===== config.mk =====
export PLATFORM = sky130hd
export DESIGN_NAME = id_hazard_ctrl
export DESIGN_NICKNAME = d
export VERILOG_FILES = /design/src/rtl/core_pkg.sv /design/src/rtl/id_src_use.sv /design/src/rtl/id_hazard_ctrl.sv
export SDC_FILE = /design/constraint.sdc
export NUM_CORES = 1
export LEC_CHECK = 0
export BUFFER_PORTS_ARGS = -buffer_cell sky130_fd_sc_hd__buf_4
export CAP_MARGIN = 10
export CORE_UTILIZATION = 23
export CTS_CLUSTER_SIZE = 20
export DETAILED_ROUTE_END_ITERATION = 8
export PLACE_DENSITY = 0.51
export SETUP_SLACK_MARGIN = 0.3
export SLEW_MARGIN = 20
export SYNTH_ARGS = -nofsm -noshare
export SYNTH_HDL_FRONTEND = slang
export SYNTH_SLANG_ARGS = --single-unit

===== constraint.sdc =====
create_clock -name clk -period 4.8 [get_ports clk]
set_clock_uncertainty 0.05 [all_clocks]
set_input_delay 0.72 -clock clk [delete_from_list [all_inputs] [get_ports clk]]
set_output_delay 0.72 -clock clk [all_outputs]
set_load 0.02 [all_outputs]

===== src/rtl/core_pkg.sv =====
// Shared RV32I core definitions: base opcodes and the decode-stage sequencing states.
package core_pkg;

    localparam logic [6:0] OPC_LUI    = 7'b0110111;
    localparam logic [6:0] OPC_AUIPC  = 7'b0010111;
    localparam logic [6:0] OPC_JAL    = 7'b1101111;
    localparam logic [6:0] OPC_JALR   = 7'b1100111;
    localparam logic [6:0] OPC_BRANCH = 7'b1100011;
    localparam logic [6:0] OPC_LOAD   = 7'b0000011;
    localparam logic [6:0] OPC_STORE  = 7'b0100011;
    localparam logic [6:0] OPC_OPIMM  = 7'b0010011;
    localparam logic [6:0] OPC_OP     = 7'b0110011;

    typedef enum logic [1:0] {
        ID_RUN   = 2'd0,
        ID_STALL = 2'd1,
        ID_FLUSH = 2'd2
    } id_state_e;

endpackage


===== src/rtl/id_src_use.sv =====
// Opcode -> source-register usage; also consumed by the forwarding unit.
module id_src_use
    import core_pkg::*;
(
    input  logic [6:0] opcode_i,
    output logic       uses_rs1_o,
    output logic       uses_rs2_o
);

    always_comb begin
        uses_rs1_o = !((opcode_i == OPC_LUI) || (opcode_i == OPC_AUIPC) || (opcode_i == OPC_JAL));
        uses_rs2_o = (opcode_i == OPC_OP) || (opcode_i == OPC_STORE) || (opcode_i == OPC_BRANCH);
    end

endmodule


===== src/rtl/id_hazard_ctrl.sv =====
// IF/ID pipeline register plus decode-stage sequencing: load-use stall,
// post-redirect squash and downstream freeze.
module id_hazard_ctrl
    import core_pkg::*;
#(
    parameter int unsigned XLEN         = 32,
    parameter int unsigned FLUSH_CYCLES = 1,
    parameter int unsigned PCNT_W       = 16
) (
    input  logic              clk,
    input  logic              rst_n,
    input  logic              if_valid,
    input  logic [31:0]       if_instr,
    input  logic [XLEN-1:0]   if_pc,
    output logic              if_ready,
    output logic              id_valid,
    output logic [31:0]       id_instr,
    output logic [XLEN-1:0]   id_pc,
    output logic [6:0]        id_opcode,
    output logic              id_flush,
    output logic              idex_bubble,
    input  logic              ex_mem_read,
    input  logic [4:0]        ex_rd,
    input  logic              ex_branch_taken,
    input  logic              ex_stall,
    output logic [PCNT_W-1:0] stall_cnt
);

    localparam logic [2:0] FCNT_INIT = 3'(FLUSH_CYCLES - 1);

    id_state_e         state_q;
    logic [2:0]        fcnt_q;
    logic              id_valid_q;
    logic [31:0]       id_instr_q;
    logic [XLEN-1:0]   id_pc_q;
    logic [PCNT_W-1:0] stall_cnt_q;

    logic uses_rs1;
    logic uses_rs2;
    logic src_match;
    logic hazard;
    logic redirect;

    id_src_use u_src_use (
        .opcode_i   (id_instr_q[6:0]),
        .uses_rs1_o (uses_rs1),
        .uses_rs2_o (uses_rs2)
    );

    // Hazard is gated by RUN: after a stall the bubble occupies EX, so it cannot re-fire.
    always_comb begin
        redirect    = ex_branch_taken & ~ex_stall;
        src_match   = (uses_rs1 && (ex_rd == id_instr_q[19:15]))
                   || (uses_rs2 && (ex_rd == id_instr_q[24:20]));
        hazard      = (state_q == ID_RUN) && id_valid_q && ex_mem_read
                   && (ex_rd != 5'd0) && src_match;
        id_flush    = redirect | (state_q == ID_FLUSH) | ~id_valid_q;
        idex_bubble = id_flush | hazard;
        if_ready    = ~ex_stall & ~hazard;
    end

    always_ff @(posedge clk or negedge rst_n) begin
        if (!rst_n) begin
            state_q     <= ID_RUN;
            fcnt_q      <= '0;
            id_valid_q  <= 1'b0;
            id_instr_q  <= '0;
            id_pc_q     <= '0;
            stall_cnt_q <= '0;
        end else if (redirect) begin
            id_valid_q <= 1'b0;
            state_q    <= ID_FLUSH;
            fcnt_q     <= FCNT_INIT;
        end else if (ex_stall) begin
            state_q <= state_q;
        end else if (hazard) begin
            state_q <= ID_STALL;
            if (stall_cnt_q != '1) begin
                stall_cnt_q <= stall_cnt_q + PCNT_W'(1);
            end
        end else if (state_q == ID_FLUSH) begin
            id_valid_q <= 1'b0;
            if (fcnt_q == 3'd0) begin
                state_q <= ID_RUN;
            end else begin
                fcnt_q <= fcnt_q - 3'd1;
            end
        end else begin
            id_valid_q <= if_valid;
            if (if_valid) begin
                id_instr_q <= if_instr;
                id_pc_q    <= if_pc;
            end
            state_q <= ID_RUN;
        end
    end

    assign id_valid  = id_valid_q;
    assign id_instr  = id_instr_q;
    assign id_pc     = id_pc_q;
    assign id_opcode = id_instr_q[6:0];
    assign stall_cnt = stall_cnt_q;

endmodule


==> results of run 1 <==
[stage by stage]
stage	cells	power (W)	util [%]
after floorplan	280	0.00183	-
after global placement	652	0.00232	31.9
after detailed placement	652	0.00233	31.9
after CTS	668	0.00302	33.5
after global routing	668	0.00315	33.5
final	668	0.00296	33.5
[cells in the final DEF, fill, tap and decap left out, types with 2 or more instances in the layout]
cell / Yosys / routed
clkbuf_16: 0 / 9
mux2_4: 49 / 49
ha_1: 3 / 3
xnor2_1: 12 / 12
xor2_1: 13 / 13
inv_1: 5 / 5
nor4_1: 2 / 2
o21ai_0: 4 / 4
nor2_1: 14 / 14
a21oi_1: 3 / 3
mux2_2: 16 / 16
nand4_1: 3 / 3
dfrtp_1: 86 / 86
nand3_1: 8 / 8
inv_6: 0 / 3
buf_4: 8 / 167
a21o_1: 2 / 2
and4_1: 2 / 2
nand2_1: 16 / 16
nand2b_1: 2 / 2
clkinv_2: 0 / 2
and2_1: 2 / 2
and3_1: 2 / 2
nor3_1: 8 / 8
[report_power, final]
part           switching, W  total, W  internal, W  leakage, nW
logic              0.000546   0.00118     0.000635         1.53
registers          0.000173   0.00112     0.000950         1.06
clock network      0.000302  0.000658     0.000356        0.138
[cells in the mapped netlist (all sizes together), types with 2 or more instances]
| cell | instances | area (µm²) |
|---|---|---|
| mux2 | 65 | 916 |
| buf | 15 | 185 |
| nand2b | 2 | 12.5 |
| and2 | 2 | 12.5 |
| dfrtp | 86 | 2150 |
| xnor2 | 12 | 105 |
| nor2 | 15 | 58.8 |
| a21o | 2 | 15.0 |
| and3 | 2 | 12.5 |
| nand3 | 8 | 40.0 |
| inv | 5 | 18.8 |
| nor4 | 2 | 12.5 |
| nand4 | 3 | 18.8 |
| a21oi | 3 | 15.0 |
| nor3 | 8 | 40.0 |
| and4 | 3 | 28.8 |
| xor2 | 13 | 114 |
| ha | 3 | 37.5 |
| nand2 | 16 | 60.1 |
| o21ai | 5 | 25.0 |
[area by class of cell]
cell class | count | area [µm²] | area share (%)
Sequential cell | 86 | 2150 | 38.4
Multi-Input combinational cell | 173 | 1600 | 28.7
Timing Repair Buffer | 168 | 1270 | 22.8
Tap cell | 220 | 275 | 4.92
Clock buffer | 10 | 229 | 4.09
Clock inverter | 6 | 45.0 | 0.805
Inverter | 5 | 18.8 | 0.335
[state kept, by name, indices dropped and copies added (netlist names)]
register and cells:
id_valid 1, state_q 2, id_pc 32, id_instr 32
fcnt_q 3, stall_cnt 16
[worst max-delay path by stage]
| stage | endpoint | cells past startpoint |
|---|---|---|
| 4_1_cts | idex_bubble | 6 |
| 5_1_grt | id_pc[4] | 8 |
| 2_1_floorplan | if_ready | 4 |
| 3_3_place_gp | id_pc[2] | 8 |
| 6_report | idex_bubble | 6 |
| 3_5_place_dp | id_pc[4] | 8 |
[worst reg2reg max path, stage by stage (launching register included)]
cell and delay (ns):
dfrtp_1 0.44, and3_1 0.20, o2111a_1 0.25, nor4_1 0.54, nor2_2 0.13, and4_4 0.37, buf_12 0.28, mux2_4 0.36
[cells by family (layout without fill, tap and decap cells)]
logic type               after synthesis  count (layout)
flip-flops                            86              86
multiplexers                          66              66
AND/OR/NAND/NOR                       64              64
XOR/XNOR                              25              25
buffers and inverters                 21             189
AO/OA/AOI/OAI                         15              15
adder cells (fa/ha/maj)                3               3
[per-layer routing]
| metal | global-route usage (%) | vias to the layer above | wire [µm] |
|---|---|---|---|
| met2 | 18.1 | 91 | 4580 |
| li1 | - | 1295 | - |
| met4 | 4.36 | 0 | 100 |
| met1 | 15.0 | 1334 | 4380 |
| met5 | 0 | - | 0 |
| met3 | 4.38 | 7 | 817 |
==> flow_summary.toml, run 1 <==
[route]
firstDrtPassIters = 4
dr_total_vias = 2727
drcViolationCount = 0
vias_per_cell = 4.08
detail-route-antenna-nets = 0
drt-initial-drc-count = 70
routed_wl_mm = 9.88
wire_per_inst_um = 14.8

[logic_synthesis]
synthMuxAreaShare_pct = 23.4
synth_xor_area_share_pct = 5.52
ys_types = 36
ys_ff_latch = 86
synth_cells = 280
synth-main-ff-cell = "dfrtp_1"
ys_warn_count = 0
synth-edff-count = 0
synth_top_family_by_area = "multiplexers"
ys_async_sr_fraction_pct = 100
yosysSeqAreaShare_pct = 54.3
syn_avg_cell_area_um2 = 14.2
synth.net_count = 358
yosys.area_share.adder_pct = 0.947
netlist_area_um2 = 3960
yosys.area_share.simple_pct = 8.02
synth_compound_area_share_pct = 2.62

[grt]
grt_first_pass_wirelength_mm = 15.9
grt_pass1_vias = 2894
track_usage_pct = 11.8
grt_antenna_before_repair = 0
overflow = 0
grt_max_degree = 47

[clocking]
post-cts-setup-buffers = 0
clock_sinks = 86
cts-buffers-inserted = 9
cts_root_buffer = "clkbuf_16"
cts_tree = "done"
clk_latency_ns = 0.35
h-tree-depth = 3
cts_max_path_buffers = 2
cts_hold_buffers = 0
clkSlewWorstSetupHoldPaths_ns = 0.06
ctsResizeCount = 0

[timing]
setup_viol = 0
timing.final.hold_violations = 0
maxSlewViolCount = 0
min_period_ns = 3.08
whs_ns = 0.305
fin_crit_sh_pct = 64.2
rsz0062_at_grt = "false"
finalSetupTns_ns = 0
layout_setup_ws_ns = 1.72
slew_headroom_pct = 51.3
fmax_ghz = 0.325
worst_pin_slew_ns = 0.724

[placed_design]
postPlaceCellArea_um2 = 5320
dp_hpwl_mm = 7.27
port_buffers = 165
dp_worst_setup_slack_ns = 1.34
gp_routability_congestion = 0.725

[setup_path]
worstSetupPathType = "input pin to output port"
crit_arrival_ns = 2.31
crit_chain = "buf_4 > or4_1 > o2111ai_2 > nor4_1 > or3_1 > buf_4"
cp_max_fo = 4
cp.required_ns = 4.03
cp_common_cell = "buf_4"
r2r_start = "id_instr[6]"
r2r_end = "id_pc[27]"
cp-start-kind = "input pin"
path_buf_inv = 2
end_kind = "output port"
max_stage_delay_ns = 0.55
reg2reg_slack_ns = 2.07
path_delay_family = "simple AND/OR/NAND/NOR gates"
reg2reg_depth = 7
crit_path_start = "ex_rd[0]"
slowest_stage = "or4_1"

[floorplan]
coreArea_um2 = 16700
num_io_pins = 166
die_area_um2 = 17800
fp.dieH_um = 133
dieWidth_um = 133
start_util_pct = 23.7
std_cell_rows = 47

[min_path]
hold_class = "input pin to asynchronous set/reset pin"

[job]
cap_viol_max_count = 0

[layout]
area_growth_pct = 41.2
final_layout_size_suffix_gt1_share_pct = 56.0
design_area_um2 = 5600
fillers = 1689
nNetsFinal = 521
diodes = 0

[power]
peakVddDrop_v = 0.000223
p_per_area_nw_per_um2 = 529
leakagePower_nw = 2.73

[run_status]
status = "complete, no violations"
No activity file was read; power rests on OpenSTA's default activity.
==> inputs of run 2 (changes only) <==
==> constraint.sdc (replaced) <==
create_clock -name clk -period 3.13 [get_ports clk]
set_clock_uncertainty 0.05 [all_clocks]
set_input_delay 0.4695 -clock clk [delete_from_list [all_inputs] [get_ports clk]]
set_output_delay 0.4695 -clock clk [all_outputs]
set_load 0.02 [all_outputs]
==> run 2 against run 1 <==
  * First-iteration DRC count stayed put
  * Final area is 0.85% higher
  * Clock power is 63% higher
  * Largest cell class unchanged
==> flow_summary.toml, run 2 (synthesis results as in run 1) <==
[run_status]
status = "complete, no violations"

[clocking]
cts_root_buffer = "clkbuf_16"
cts-buffers-inserted = 9
cts_tree = "done"
h-tree-depth = 3
clk_latency_ns = 0.34
post-cts-setup-buffers = 0
cts_max_path_buffers = 2
clock_sinks = 86
clkSlewWorstSetupHoldPaths_ns = 0.06

[route]
detail-route-antenna-nets = 0
vias_per_cell = 4.05
drt-initial-drc-count = 70
wire_per_inst_um = 15.0
routed_wl_mm = 10.0
drcViolationCount = 0
firstDrtPassIters = 4
dr_total_vias = 2712

[layout]
nNetsFinal = 523
final_layout_size_suffix_gt1_share_pct = 56.3
area_growth_pct = 42.4
diodes = 0
final_cell_mix = "buf_4, dfrtp_1, mux2_4, nand2_1, mux2_2"
layout_commonest_cell = "buf_4"
design_area_um2 = 5650

[min_path]
hold_class = "input pin to asynchronous set/reset pin"

[floorplan]
std_cell_rows = 47
start_util_pct = 23.7
coreArea_um2 = 16700
die_area_um2 = 17800
fp.dieH_um = 133
dieWidth_um = 133
num_io_pins = 166

[grt]
grt_max_degree = 48
grt_first_pass_wirelength_mm = 15.7
overflow = 0
track_usage_pct = 11.6
grt_antenna_before_repair = 0
grt_pass1_vias = 2810

[setup_path]
end_kind = "output port"
worstSetupPathType = "input pin to output port"
r2r_start = "state_q[1]"
r2r_end = "id_instr[7]"
reg2reg_slack_ns = 0.76
cp-start-kind = "input pin"
cp_max_fo = 4
crit_arrival_ns = 2.11
reg2reg_depth = 7
cp.required_ns = 2.61

[timing]
slew_headroom_pct = 53.6
maxSlewViolCount = 0
min_period_ns = 2.63
setup_viol = 0
fmax_ghz = 0.381
finalSetupTns_ns = 0
fin_crit_sh_pct = 83.9
timing.final.hold_violations = 0
whs_ns = 0.0983
layout_setup_ws_ns = 0.502
worst_pin_slew_ns = 0.690
rsz0062_at_grt = "false"

[placed_design]
gp_routability_congestion = 0.722
dp_hpwl_mm = 7.46
dp_worst_setup_slack_ns = 0.339
port_buffers = 165
postPlaceCellArea_um2 = 5350

[power]
peakVddDrop_v = 0.000422
p_per_area_nw_per_um2 = 817
leakagePower_nw = 2.74

[job]
cap_viol_max_count = 0
run 2: cell count changes in the layout (fill, tap and decap cells not counted), sizes merged:
cell	before	now
clkinvlp	0	2
clkinv	3	1
buf	168	170
bufinv	0	1
inv	8	6
run 2: routing by layer:
layer | up-vias | part of all wire, % | track usage (%) | routed length [µm]
li1 | 1299 | - | - | -
met1 | 1318 | 45 | 14.5 | 4520
met2 | 87 | 46 | 18.3 | 4620
met3 | 8 | 7.9 | 4.91 | 787
met4 | 0 | 0.97 | 3.22 | 97
met5 | - | 0 | 0 | 0
run 2: report_power, final:
part / switching [W] / leakage (nW) / internal, W
registers: 0.000265 / 1.06 / 0.00146
logic: 0.000845 / 1.55 / 0.000978
clock network: 0.000453 / 0.135 / 0.000616
run 2: area by class of cell:
| type | instances | area [µm²] |
|---|---|---|
| fillers | 1712 | 11100 |
| flip-flops and latches | 86 | 2150 |
| multi-input cells | 173 | 1610 |
| repair buffers | 170 | 1300 |
| well taps | 220 | 275 |
| clock buffers | 10 | 229 |
| clock inverters | 5 | 58.8 |
| inverters | 5 | 18.8 |
run 2: repair_timing:
| action | CTS | global route |
|---|---|---|
| resized for setup | 0 | 1 |
| endpoints found under the setup margin | 0 | 2 |
| hold buffers | 0 | 0 |
run 2: how the worst max path moves through the flow:
| stage | to | from | slack (ns) | cells after the start |
|---|---|---|---|---|
| finish | idex_bubble | ex_rd[0] | 0.50 | 6 |
| CTS | idex_bubble | id_instr[6] | 0.38 | 5 |
| detailed placement | id_pc[1] | ex_rd[0] | 0.34 | 8 |
| global route | if_ready | state_q[1] | 0.37 | 5 |
| global placement | id_pc[0] | ex_rd[0] | 0.41 | 8 |
| floorplan | id_instr[0] | ex_rd[0] | 0.70 | 8 |
run 2: per-stage QoR:
stage | utilization, % | total power (W) | cells
6_report | 33.8 | 0.00461 | 669
3_3_place_gp | 32.0 | 0.00355 | 654
3_5_place_dp | 32.0 | 0.00358 | 654
5_1_grt | 33.8 | 0.00487 | 669
4_1_cts | 33.8 | 0.00469 | 669
2_1_floorplan | - | 0.00281 | 280
run 2: critical path, stage by stage:
cell	delay, ns
buf_4	0.12
or4_1	0.55
o2111ai_2	0.22
nor4_1	0.14
or3_1	0.42
buf_4	0.18
==> inputs of run 3 (changes only) <==
==> constraint.sdc (replaced) <==
create_clock -name clk -period 2.55 [get_ports clk]
set_clock_uncertainty 0.05 [all_clocks]
set_input_delay 0.3825 -clock clk [delete_from_list [all_inputs] [get_ports clk]]
set_output_delay 0.3825 -clock clk [all_outputs]
set_load 0.02 [all_outputs]
==> run 3 against run 2 <==
  * Die area stayed put
  * Largest cell class unchanged
  * Cell count is 6.3% higher
  * Critical endpoint unchanged
  * Sequential power is 22% higher
  * First-iteration DRC count is 23% lower
  * Sequential share of layout area is 3.8 points lower
  * Register-to-register slack worse by 0.63 ns
  * Hold slack better by 0.12 ns
  * Via count is 8.4% higher
  * Combinational power is 34% higher
  * Worst setup slack worse by 0.41 ns
==> flow_summary.toml, run 3 (synthesis results as in run 1) <==
[setup_path]
cp_max_fo = 2
crit_arrival_ns = 2.02
worstSetupPathType = "input pin to output port"
max_stage_delay_ns = 0.54
cp.required_ns = 2.12
end_kind = "output port"
crit_chain = "buf_6 > or4_4 > o2111ai_4 > nor4_4 > buf_4 > or3_4 > buf_6"
cp-start-kind = "input pin"
cp_common_cell = "buf_6"
slowest_stage = "or4_4"

[route]
vias_per_cell = 4.14
routed_wl_mm = 10.4
drcViolationCount = 0
drt-initial-drc-count = 54
detail-route-antenna-nets = 0
dr_total_vias = 2941
wire_per_inst_um = 14.6
firstDrtPassIters = 4

[layout]
area_growth_pct = 58.3
instances_no_fill = 711
final_layout_size_suffix_gt1_share_pct = 62.7
nNetsFinal = 564
fillers = 1672
layout_commonest_cell = "buf_4"
final_cell_mix = "buf_4, dfrtp_1, mux2_4, buf_6, nand2_1"
diodes = 0
design_area_um2 = 6270

[timing]
setup_viol = 0
slew_headroom_pct = 62.5
min_period_ns = 2.45
timing.final.hold_violations = 0
fmax_ghz = 0.408
rsz0062_at_grt = "true"
fin_crit_sh_pct = 96.2
maxSlewViolCount = 0
worst_pin_slew_ns = 0.562
finalSetupTns_ns = 0
whs_ns = 0.222

[job]
cap_viol_max_count = 0

[power]
p_sw_share_pct = 33.6
p_switching_w = 0.00197
p_per_area_nw_per_um2 = 937
p_seq_share_pct = 35.8
combinationalPowerShare_pct = 41.4
peakVddDrop_v = 0.000403
internal_power_w = 0.00390
clockPowerShare_pct = 22.8
leakagePower_nw = 3.04

[placed_design]
placed_cells_incl_taps = 670
dp_hpwl_mm = 7.22
port_buffers = 165
postPlaceCellArea_um2 = 5500
gp_routability_congestion = 0.739

[clocking]
clk_latency_ns = 0.34
cts_root_buffer = "clkbuf_16"
cts_tree = "done"
h-tree-depth = 3
cts-buffers-inserted = 9
clock_sinks = 86
cts_max_path_buffers = 2
clkSlewWorstSetupHoldPaths_ns = 0.07

[grt]
overflow = 0
grt_pass1_vias = 3054
grt_first_pass_wirelength_mm = 16.5
grt_max_degree = 49
grt_antenna_before_repair = 0
track_usage_pct = 12.0

[run_status]
status = "complete, no violations"

[floorplan]
start_util_pct = 23.7
fp.dieH_um = 133
die_area_um2 = 17800
dieWidth_um = 133
num_io_pins = 166
std_cell_rows = 47
coreArea_um2 = 16700

[min_path]
hold_class = "input pin to flip-flop"
-- run 3: cell types whose count changed in the layout (fill, tap and decap cells not counted), moves of 2 or more --
cell     change
buf_12       +4
buf_16       +2
buf_4       +11
buf_6       +20
buf_8        +2
dfrtp_1      -2
dfrtp_2      +2
mux2_2       -7
mux2_4       +7
nor2_4       +2
nor3_1       -5
nor3_2       +5
nor4_4       +2
-- run 3: critical path: cells and delay by family --
family / cells / cell delay (ns)
and+or+nand+nor: 3 / 1.00
buffers and inverters: 3 / 0.39
AOI/OAI and AO/OA: 1 / 0.26
-- run 3: path summary, 6_finish.rpt --
path                            depth (start not counted)   startpoint  slack (ns)             to
worst max-delay path                                    7     ex_rd[4]         0.1    idex_bubble
worst min-delay path                                    2     if_pc[6]        0.22       id_pc[6]
worst max register to register                         10  id_instr[3]        0.13   id_instr[25]
worst min register to register                          1    id_pc[12]        0.46      id_pc[12]
max in group asynchronous                               3        rst_n        1.25  stall_cnt[13]
min in group asynchronous                               2        rst_n        0.53      id_pc[30]
-- run 3: area by class of cell --
| cell class | count | area (µm²) | area share [%] |
|---|---|---|---|
| flip-flops and latches | 86 | 2150 | 34.3 |
| repair buffers | 210 | 1780 | 28.4 |
| well taps | 220 | 275 | 4.39 |
| inverters | 5 | 18.8 | 0.299 |
| multi-input cells | 174 | 1740 | 27.7 |
| clock inverters | 5 | 58.8 | 0.937 |
| clock buffers | 11 | 243 | 3.87 |
-- run 3: per-stage QoR --
step,util (%),total power [W],setup slack [ns]
after global routing,37.6,0.00620,0.0454
final,37.6,0.00588,0.0962
after detailed placement,32.9,0.00442,-0.0840
after floorplan,-,0.00346,0.204
after global placement,32.9,0.00439,-0.0229
after CTS,37.0,0.00594,0.0668
-- run 3: timing repair --
action | CTS | global route
hold buffers | 1 | 0
pin swaps | 8 | 4
gates resized for setup | 30 | 23
endpoints found under the hold margin | 10 | 0
setup buffers | 20 | 1
setup endpoints to repair | 28 | 74
cloned | 3 | 0
-- run 3: layer usage --
| layer | vias up | part of all wire, % | GRT usage, % |
|---|---|---|---|
| met5 | - | 0 | 0 |
| met4 | 0 | 1.5 | 4.55 |
| met3 | 11 | 6.1 | 3.01 |
| met2 | 105 | 47 | 18.6 |
| met1 | 1447 | 45 | 16.2 |
| li1 | 1378 | - | - |
-- run 3: power by group through the flow --
stage / logic, W / registers [W] / clock network [W]
finish: 0.00243 / 0.00210 / 0.00134
global route: 0.00258 / 0.00216 / 0.00145
CTS: 0.00244 / 0.00210 / 0.00140
detailed placement: 0.00229 / 0.00213 / 0
global placement: 0.00228 / 0.00212 / 0
floorplan: 0.000882 / 0.00257 / 0
